### src/rtl/skew_read_buf.sv
// Ping-pong operand buffer that streams CH channels into the array with a diagonal skew.
// Lane c lags lane 0 by c cycles, and lanes are zero outside their DEPTH-word window.
module skew_read_buf #(
    parameter int X_W   = 9,
    parameter int DEPTH = 8,
    parameter int CH    = 4,
    localparam int LEN  = DEPTH + CH - 1,
    localparam int CW   = (CH > 1) ? $clog2(CH) : 1,
    localparam int AW   = $clog2(DEPTH),
    localparam int KW   = $clog2(LEN)
) (
    input  logic              clk_i,
    input  logic              rst_i,
    input  logic              w_vi,
    input  logic [CW-1:0]     w_ch_i,
    input  logic [AW-1:0]     addr_w_i,
    input  logic [X_W-1:0]    data_w_i,
    input  logic              swap_i,
    input  logic              start_vi,
    output logic              ready_o,
    output logic [CH*X_W-1:0] d_o,
    output logic [CH-1:0]     v_vo,
    output logic              done_o,
    output logic              rd_bank_o
);

    typedef enum logic {
        S_IDLE = 1'b0,
        S_RUN  = 1'b1
    } state_t;

    state_t            state_q, state_d;
    logic [KW-1:0]     cnt_q, cnt_d;
    logic              rd_bank_q, rd_bank_d;
    logic [CH*X_W-1:0] d_q, d_d;
    logic [CH-1:0]     v_q, v_d;
    logic              last;
    logic              ready;

    logic [X_W-1:0] mem_q [0:1][0:CH-1][0:DEPTH-1];

    // The write bank is always the one not being read, so a stream can never see a write.
    always_ff @(posedge clk_i) begin
        if (w_vi) begin
            mem_q[~rd_bank_q][w_ch_i][addr_w_i] <= data_w_i;
        end
    end

    always_comb begin
        last      = (cnt_q == KW'(LEN - 1));
        ready     = (state_q == S_IDLE) || ((state_q == S_RUN) && last);
        state_d   = state_q;
        cnt_d     = cnt_q;
        rd_bank_d = rd_bank_q ^ (swap_i & ready);
        case (state_q)
            S_IDLE: begin
                if (start_vi) begin
                    state_d = S_RUN;
                    cnt_d   = '0;
                end
            end
            S_RUN: begin
                if (last) begin
                    cnt_d   = '0;
                    state_d = start_vi ? S_RUN : S_IDLE;
                end else begin
                    cnt_d = cnt_q + KW'(1);
                end
            end
            default: begin
                state_d = S_IDLE;
                cnt_d   = '0;
            end
        endcase
    end

    // Outputs are computed from next state so the first stream word appears one cycle after start.
    always_comb begin
        v_d = '0;
        d_d = '0;
        if (state_d == S_RUN) begin
            for (int c = 0; c < CH; c++) begin
                if ((int'(cnt_d) >= c) && (int'(cnt_d) < c + DEPTH)) begin
                    v_d[c]             = 1'b1;
                    d_d[c*X_W +: X_W]  = mem_q[rd_bank_d][c][AW'(cnt_d - KW'(c))];
                end
            end
        end
    end

    always_ff @(posedge clk_i) begin
        if (!rst_i) begin
            state_q   <= S_IDLE;
            cnt_q     <= '0;
            rd_bank_q <= 1'b0;
            d_q       <= '0;
            v_q       <= '0;
        end else begin
            state_q   <= state_d;
            cnt_q     <= cnt_d;
            rd_bank_q <= rd_bank_d;
            d_q       <= d_d;
            v_q       <= v_d;
        end
    end

    assign ready_o   = ready;
    assign d_o       = d_q;
    assign v_vo      = v_q;
    assign done_o    = (state_q == S_RUN) && last;
    assign rd_bank_o = rd_bank_q;

endmodule

### config.mk
export PLATFORM = sky130hd
export DESIGN_NAME = skew_read_buf
export DESIGN_NICKNAME = d
export VERILOG_FILES = /design/src/rtl/skew_read_buf.sv
export SDC_FILE = /design/constraint.sdc
export NUM_CORES = 1
export LEC_CHECK = 0
export BUFFER_PORTS_ARGS = -buffer_cell sky130_fd_sc_hd__buf_2
export CORE_MARGIN = 5
export CORE_UTILIZATION = 62
export CTS_BUF_LIST = sky130_fd_sc_hd__clkbuf_16
export DETAILED_ROUTE_END_ITERATION = 12
export PLACE_DENSITY = 0.76
export SLEW_MARGIN = 30
export SYNTH_ARGS = -nofsm -noshare
export SYNTH_HDL_FRONTEND = slang
export SYNTH_SLANG_ARGS = --single-unit
### constraint.sdc
create_clock -name clk_i -period 4.5 [get_ports clk_i]
set_input_delay 0.9 -clock clk_i [delete_from_list [all_inputs] [get_ports clk_i]]
set_output_delay 0.9 -clock clk_i [all_outputs]
set_load 0.005 [all_outputs]
# Word-level counts from Yosys, hierarchy flattened
# Memories as Yosys holds them, arrays and structs flattened.
# Cells that the tools add are included.
dict set report word_totals {
  reg_bits 46
  mem_bits_rw 576
  input_bits 19
  output_inout_bits 43
  memories 1
}
dict set report op_classes {
  add_sub_neg 4
  order_cmp 15
  n_eq_ne 1
  n_mux 28
  bitwise_logic 10
  reduce_logical 12
}
# memory depth word_bits rd rd_ports_with_merged_regs wr line_no
set memory_table {}
lappend memory_table {mem_q 2 288 1 0 1 40} ;# logic [X_W-1:0] mem_q [0:1][0:CH-1][0:DEPTH-1];
# operator count
set ops {}
lappend ops {{two-way mux 288 bit} 1}
lappend ops {{demux 72 bit (select 2 bit)} 1}
lappend ops {{binary-select mux 9 bit (select 3 bit)} 4}
lappend ops {{two-way mux 9 bit} 9}
lappend ops {{two-way mux 72 bit} 1}
lappend ops {{demux 9 bit (select 3 bit)} 1}
lappend ops {{greater-or-equal comparator 4 bit (second input constant)} 5}
lappend ops {{inverter 3 -> 4 bit} 5}
lappend ops {{< comparator 4 bit (second input constant)} 4}
lappend ops {{AND reduction 3 bit} 4}
lappend ops {{greater-or-equal comparator 4 x 2 -> 1 bit (second input constant)} 2}
lappend ops {{two-way mux 4 bit} 2}
lappend ops {{one-hot mux 4 bit (2 select lines)} 1}
lappend ops {{two-way mux 1 bit} 7}
lappend ops {{logical AND 1 bit} 6}
lappend ops {{subtractor 3 x 2 -> 3 bit (second input constant)} 2}
lappend ops {{adder 4 x 1 -> 4 bit (second input constant)} 1}
lappend ops {{== test 4 bit (second input constant)} 1}
lappend ops {{greater-or-equal comparator 4 x 1 -> 1 bit (second input constant)} 1}
lappend ops {{< comparator 4 x 1 -> 1 bit (second input constant)} 1}
lappend ops {{greater-or-equal comparator 3 bit (second input constant)} 1}
lappend ops {{< comparator 3 x 1 -> 1 bit (second input constant)} 1}
lappend ops {{inverter 2 -> 3 bit} 1}
lappend ops {{subtractor 3 x 1 -> 3 bit (second input constant)} 1}
lappend ops {{6 further kinds} 7}

# Longest topological paths before layout
# Gate-level depths: netlist (run 1).
# An unclocked memory read counts as a cell.
dict set report logic_depth {
  depth_word 9
  mapped_depth 14
  mapped_depth_nobuf 10
}

# Least setup slack after synthesis (run 1)
# Ideal clock, no wire load.
dict set report synth_path {
  path_kind {input to register}
  from {input start_vi}
  to {register d_q[31] (netlist: d_o[31])}
  setup_ns 0.117
  t_arrival_ns 3.213
  required_ns 4.383
  path_slack_ns 1.169
  cell_stages 11
  path_buffers 5
  path_cell_list {nor3b_1 -> a31oi_4 -> clkbuf_1 -> clkbuf_1 -> ha_1 -> clkbuf_1 -> and2_1 -> clkbuf_1 -> clkbuf_1 -> a32oi_1 -> a32o_1}
}
dict set report synth_between {
  elab_chain_len 7
  elab_cells_between_ends 14
}
# item line_no
set synth_rtl {}
lappend synth_rtl {{start, declared} 19} ;# input logic start_vi,
lappend synth_rtl {{two-way mux 4 bit} 57} ;# if (start_vi) begin
lappend synth_rtl {{one-hot mux 4 bit (2 select lines)} 55} ;# case (state_q)
lappend synth_rtl {{subtractor 3 x 2 -> 3 bit} 85} ;# d_d[c*X_W +: X_W] = mem_q[rd_bank_d][c][AW'(cnt_d - KW'(c))];
lappend synth_rtl {{inverter 3 -> 4 bit (implied by the code)} 85}
lappend synth_rtl {{binary-select mux 9 bit (select 3 bit)} 85}
lappend synth_rtl {{two-way mux 9 bit (implied by the code) (2 in a row)} 85}
lappend synth_rtl {{end signal, assigned} 96} ;# d_q <= '0;
lappend synth_rtl {{end signal, assigned} 102} ;# d_q <= d_d;
lappend synth_rtl {{end, declared} 35} ;# logic [CH*X_W-1:0] d_q, d_d;
# Parallel ways exist; a longest one is shown, timed or not. The select of a mux whose other input is x is not followed.
# A chain may end at the register's enable or synchronous reset.

# Worst setup path after layout (run 1)
dict set report layout_path {
  from {register cnt_q[1]}
  to {register d_q[9] (netlist: d_o[9])}
}
dict set report layout_between {
  elab_chain_len 9
  elab_cells_between_ends 21
}
# item line_no
set layout_rtl {}
lappend layout_rtl {{start, declared} 33} ;# logic [KW-1:0] cnt_q, cnt_d;
lappend layout_rtl {{start signal, assigned} 100} ;# cnt_q <= cnt_d;
lappend layout_rtl {{parallel branches: the longest is 9 deep, another holds adder 4 x 1 -> 4 bit} -}
# Parallel ways; which one is timed is not known. The select of a mux whose other input is x is not followed.

==> results of run 1 <==
cell families (layout without fill, tap and decap cells):
group	after synthesis	count (layout)	synth area share
DFF	622	622	0.7369
and+or+nand+nor	467	467	0.09667
AOI/OAI and AO/OA	386	386	0.1143
buffers and inverters	128	223	0.02106
muxes	63	63	0.02733
adders and majority gates	6	6	0.003037
xor gates and xnor gates	2	2	0.0007087
other	0	2	0
per-stage QoR:
step,area [µm²],utilization
2_1_floorplan,24720,-
3_3_place_gp,25610,0.6475
3_5_place_dp,25620,0.6479
4_1_cts,27470,0.6946
5_1_grt,27510,0.6955
6_report,27510,0.6955
sequential cells by signal, indices dropped and copies added (netlist names):
name / cells
cnt_q: 4
d_o: 36
mem_q: 576
rd_bank_o: 1
state_q: 1
v_vo: 4
worst min path at each step:
stage,endpoint,slack (ns),cells after the start
floorplan,d_o[7],0.57,3
global placement,d_o[0],0.62,3
detailed placement,d_o[0],0.63,3
CTS,cnt_q[1],0.61,2
global route,cnt_q[1],0.63,2
finish,cnt_q[1],0.64,2
area by class of cell:
type	count	area, µm²
multi-input cells	924	6060
clock buffers	59	1476
repair buffers	106	683.2
flip-flops and latches	622	18220
well taps	525	656.9
inverters	9	33.78
diodes	2	5.005
clock inverters	49	372.9
fillers	2587	12040
Yosys cell counts, drive strengths merged, types with 27 or more instances:
cell type,number
a31oi,28
mux2,36
a211oi,99
a21oi,58
nand2,122
a32o,27
nor3,67
a32oi,28
edfxtp,576
dfxtp,46
nor2,79
clkbuf,96
mux2i,27
and3,109
o21ai,52
power groups by stage:
| stage | combinational [mW] | sequential, mW | clock, mW |
|---|---|---|---|
| after floorplan | 0.633 | 6.50 | 0 |
| after global placement | 1.02 | 6.50 | 0 |
| after detailed placement | 1.04 | 6.50 | 0 |
| after CTS | 1.05 | 6.38 | 4.79 |
| after global routing | 1.13 | 6.38 | 5.04 |
| final | 1.07 | 6.38 | 4.76 |
per-layer routing:
layer	vias up	share of wire	global-route usage	wire length, µm
met5	-	0.0014	0	84
met4	14	0.025	0.07898	1524
met3	136	0.12	0.06771	7221
met2	931	0.47	0.4244	28700
met1	7663	0.39	0.4043	24000
li1	6709	-	-	-
==> reports/results.txt, run 1 <==
status: completed
CTS tree: yes
maximum vdd drop: 0.3446 mV
Std-Cell Rows: 73
P_int: 9.399 mW
Initial DRT Pass Iterations: 6
end of the critical path: d_o[9]
CTS Buf Count: 58
switching share of power: 0.2299
fin crit share: 0.7414
dpl cells: 2186
most common cell after layout, fill and taps aside: edfxtp_1
Netlist Area Pre-Place: 24720 µm²
Final Total Pwr: 12.21 mW
Final ANT Viol Nets: 0
# H-tree levels: 2
share of cells above drive strength 1: 0.1374
Initial Utilization: 0.6251
Overall Global Routing Usage: 0.2771
clock slew at reported path FFs: 0.07 ns
final std cells w/o fill: 2296
Starting DRT DRC Count: 1775
Sequential Power Share: 0.523
Ports: 62
Hold Path Class: primary input to register
core area: 39550 µm²
Critical Path Sink Type: register
largest stage delay on the critical path: 0.50 ns
root buf cell: clkbuf_16
dominant synthesized flop cell: edfxtp_1
Routed WL: 61.53 mm
first-pass GRT wire length: 92.85 mm
Setup WS post-layout: 1.164 ns
dominant cell type by area after synthesis: edfxtp_1
HP Start: rst_i
Max-cap violations: 0
Mean Syn Cell Area: 14.77 µm²
r2r endpoint: d_o[9]
wire per inst: 26.80 µm
critical path data required time: 5.06 ns
Critical Path AT: 3.90 ns
critical path depth: 9
hold_buf cts: 0
crit-path max FO: 18
worst-margin pin slew: 1.010 ns
endpoints failing hold: 0
NetSw: 2.807 mW
post-CTS sizing: 0
nets: 1746
die width: 209.7 µm
Synth Instances: 1674
critical path type: register to register
Synth area leaders: edfxtp_1 (70%), dfxtp_1 (3.7%), a211oi_1 (3.0%)
Post-synth ARST share: 0
number of flops mapped to enable cells by yosys: 576
post-place setup slack: 0.9815 ns
Synth Register Bits: 622
Crit path top cell by count: ha_1
Final setup viols: 0
final-report max-slew violation count: 0
most frequent cells in the layout: edfxtp_1 (576), nand2_1 (121), and3_1 (109), a211oi_1 (99), nor3_1 (66)
worst reg-to-reg path cell count: 9
Leak: 9.209 nW
dpl hpwl: 36.13 mm
Top Family by Delay on Critical Path: simple AND/OR/NAND/NOR gates
clock network power share: 0.390
initial antenna violation count: 9
final setup TNS: 0 ns
final worst path period need: 3.336 ns
Slew HR: 0.3258
vias in the first global route: 14951
largest net degree at the start of global routing: 127
DRC Markers: 0
routability cong.: 0.8591
via count: 15453
worst-path cell chain: ha_1 > nand3b_1 > a31oi_4 > ha_1 > nand2_1 > buf_4 > a211oi_1 > nor4_1 > a32o_1
P&R area growth vs syn: 11.26%
Mapped Nets: 1699
clk sinks: 622
CP Launch Point: cnt_q[1]
die area: 43970 µm²
Comb pwr share: 0.087
Port-buffer cells: 61
DR vias/cell: 6.730
final hold slack: 0.6366 ns
register area share after synthesis: 0.7369
library cells used by synthesis: 57
Setup Fix Bufs, Post-CTS: 0
worst skew pair latency: 0.62 ns
DIE HEIGHT: 209.7 µm
post-synth top area share: 0.6997
R2R Setup Slk: 1.16 ns
worst clock skew: 0.02967 ns
Overflow after GRT: 0
Ys Warns: 0
Buf/Inv on CP: 1
Worst setup SP type: register
Reg2Reg Launch Point: cnt_q[1]
unrepaired setup endpoints after global routing: false
Bufs on Longest Clock Path: 3
fmax: 0.2997 GHz
Cell Pwr Density: 443.8 nW/µm²
critical path's slowest cell: nor4_1
Note: power is estimated with default switching activity, not from simulation.
==> inputs of run 2 (changes only) <==
- clock period: 4.5 -> 3.1 ns (I/O delays scaled with it)
==> reports/results.txt, run 2 (synthesized netlist as in run 1, its figures left out) <==
critical path's slowest cell: a211oi_1
Buf/Inv on CP: 3 (+2)
largest net degree at the start of global routing: 117 (-7.9%)
Fillers: 2501 (-3.3%)
critical path depth: 10 (+1)
fmax: 0.3406 GHz (+14%)
Max-cap violations: 0 (unchanged)
Reg2Reg Launch Point: cnt_q[0]
critical path data required time: 3.58 ns (-1.48 ns)
DR vias/cell: 6.573 (-2.3%)
critical path type: register to register
hold_buf cts: 0 (unchanged)
final std cells w/o fill: 2381 (+3.7%)
Final Total Pwr: 17.66 mW (+45%)
post-place setup slack: 0.2415 ns (-0.7400 ns)
Routed WL: 61.24 mm (-0.46%)
final-report max-slew violation count: 0 (unchanged)
crit-path max FO: 36 (+18)
# H-tree levels: 2 (unchanged)
worst skew pair latency: 0.61 ns (about the same)
P&R area growth vs syn: 13.91%
largest stage delay on the critical path: 0.40 ns (-0.10 ns)
post-CTS sizing: 0 (unchanged)
Critical Path Sink Type: register
Top Family by Delay on Critical Path: compound AO/OA/AOI/OAI gates
dpl cells: 2269 (+3.8%)
Final setup viols: 0 (unchanged)
final setup TNS: 0 ns (unchanged)
max reg flops: 576 (unchanged)
Leak: 9.703 nW (+5.4%)
HP Start: rst_i
CTS Buf Count: 59 (+1.7%)
Setup WS post-layout: 0.1637 ns (-0.9999 ns)
Initial Utilization: 0.6251 (unchanged)
routability cong.: 0.9171 (+6.8%)
Cell Pwr Density: 627.2 nW/µm² (+41%)
die width: 209.7 µm (unchanged)
Std-Cell Rows: 73 (unchanged)
CTS tree: yes
CP Launch Point: cnt_q[0]
dpl hpwl: 37.36 mm (+3.4%)
clk sinks: 622 (unchanged)
Final ANT Viol Nets: 0 (unchanged)
via count: 15650 (+1.3%)
Ports: 62 (unchanged)
vias in the first global route: 15140 (+1.3%)
Initial DRT Pass Iterations: 6 (unchanged)
nets: 1830 (+4.8%)
wire per inst: 25.72 µm (-4.0%)
endpoints failing hold: 0 (unchanged)
Worst setup SP type: register
Largest Register: mem_q
routed wl met2: 28.28 mm (-1.4%)
Port-buffer cells: 61 (unchanged)
worst reg-to-reg path cell count: 10 (+1)
most frequent cells in the layout: edfxtp_1 (576), nand2_1 (121), buf_4 (116), and3_1 (109), a211oi_1 (99)
worst-path cell chain: inv_1 > ha_1 > nand3b_1 > a31oi_4 > buf_4 > nand2_1 > buf_12 > a211oi_1 > nor4_1 > a32o_1
DRC Markers: 0 (unchanged)
clock slew at reported path FFs: 0.06 ns (about the same)
Final Core Density: 0.7120 (+0.01655)
Bufs on Longest Clock Path: 3 (unchanged)
Overflow after GRT: 0 (unchanged)
worst-margin pin slew: 0.8907 ns (-0.1195 ns)
maximum vdd drop: 0.5444 mV (+58%)
fin crit share: 0.9472 (+0.2058)
most common cell after layout, fill and taps aside: edfxtp_1
Starting DRT DRC Count: 1980 (+12%)
Slew HR: 0.4040 (+0.07822)
unrepaired setup endpoints after global routing: false
met3 WL: 6.682 mm (-7.5%)
root buf cell: clkbuf_16
die area: 43970 µm² (unchanged)
top sig layer: met5
met1 WL: 24.36 mm (+1.5%)
core area: 39550 µm² (unchanged)
DIE HEIGHT: 209.7 µm (unchanged)
status: completed
Critical Path AT: 3.41 ns (-0.49 ns)
Hold Path Class: primary input to register
initial antenna violation count: 8 (-1)
Overall Global Routing Usage: 0.2756 (-0.001513)
share of cells above drive strength 1: 0.1704 (+0.03308)
first-pass GRT wire length: 91.91 mm (-1.0%)
WHS Path Cells: 2 (unchanged)
final worst path period need: 2.936 ns (-0.4001 ns)
worst clock skew: 0.02086 ns (-0.008810 ns)
Setup Fix Bufs, Post-CTS: 0 (unchanged)
run 2: changes by cell type in the layout (fill, tap and decap cells not counted), sizes merged:
| cell | delta |
|---|---|
| clkinv | -1 |
| clkbuf | +2 |
| inv | +7 |
| bufinv | -2 |
| clkinvlp | -4 |
| buf | +83 |
run 2: routing by layer:
metal  vias to the layer above  global-route usage
met5                         -            0.003337
met4                        12             0.09136
met3                       144             0.05381
met2                       904              0.4214
met1                      7713              0.4060
li1                       6877                   -
run 2: where the power goes:
part	internal [mW]	switching [mW]	leakage, nW
Sequential	9.23	0.0299	5.56
Combinational	0.557	1.06	3.16
Clock	3.85	2.93	0.982
run 2: metrics by stage:
stage | hold WS, ns | instance area, µm²
after floorplan | 0.5670 | 24730
after global placement | 0.6056 | 26320
after detailed placement | 0.6177 | 26320
after CTS | 0.3284 | 28150
after global routing | 0.3549 | 28160
final | 0.3642 | 28160
run 2: worst reg2reg max path: cells and delay by family (launching register included):
family,cells,cell delay [ns]
adder cells (fa/ha/maj),1,0.28
buffers and inverters,3,0.74
AND/OR/NAND/NOR,3,0.54
flip-flops,1,0.34
AO/OA/AOI/OAI,3,0.93
run 2: path summary, 6_finish.rpt:
kind	end	slack, ns
setup reg to reg	d_o[13]	0.16
hold / removal	cnt_q[2]	0.36
hold reg to reg	d_o[8]	0.64
setup / recovery	d_o[13]	0.16
run 2: layout make-up:
class	count	area, µm²	share of cell area
sequential	622	18220	0.6469
timing repair buffer	189	1399	0.04968
inverter	9	33.78	0.001200
clock inverter	49	300.3	0.01066
tap	525	656.9	0.02333
antenna	2	5.005	0.0001777
multi-input combinational	924	6021	0.2138
clock buffer	61	1526	0.05421
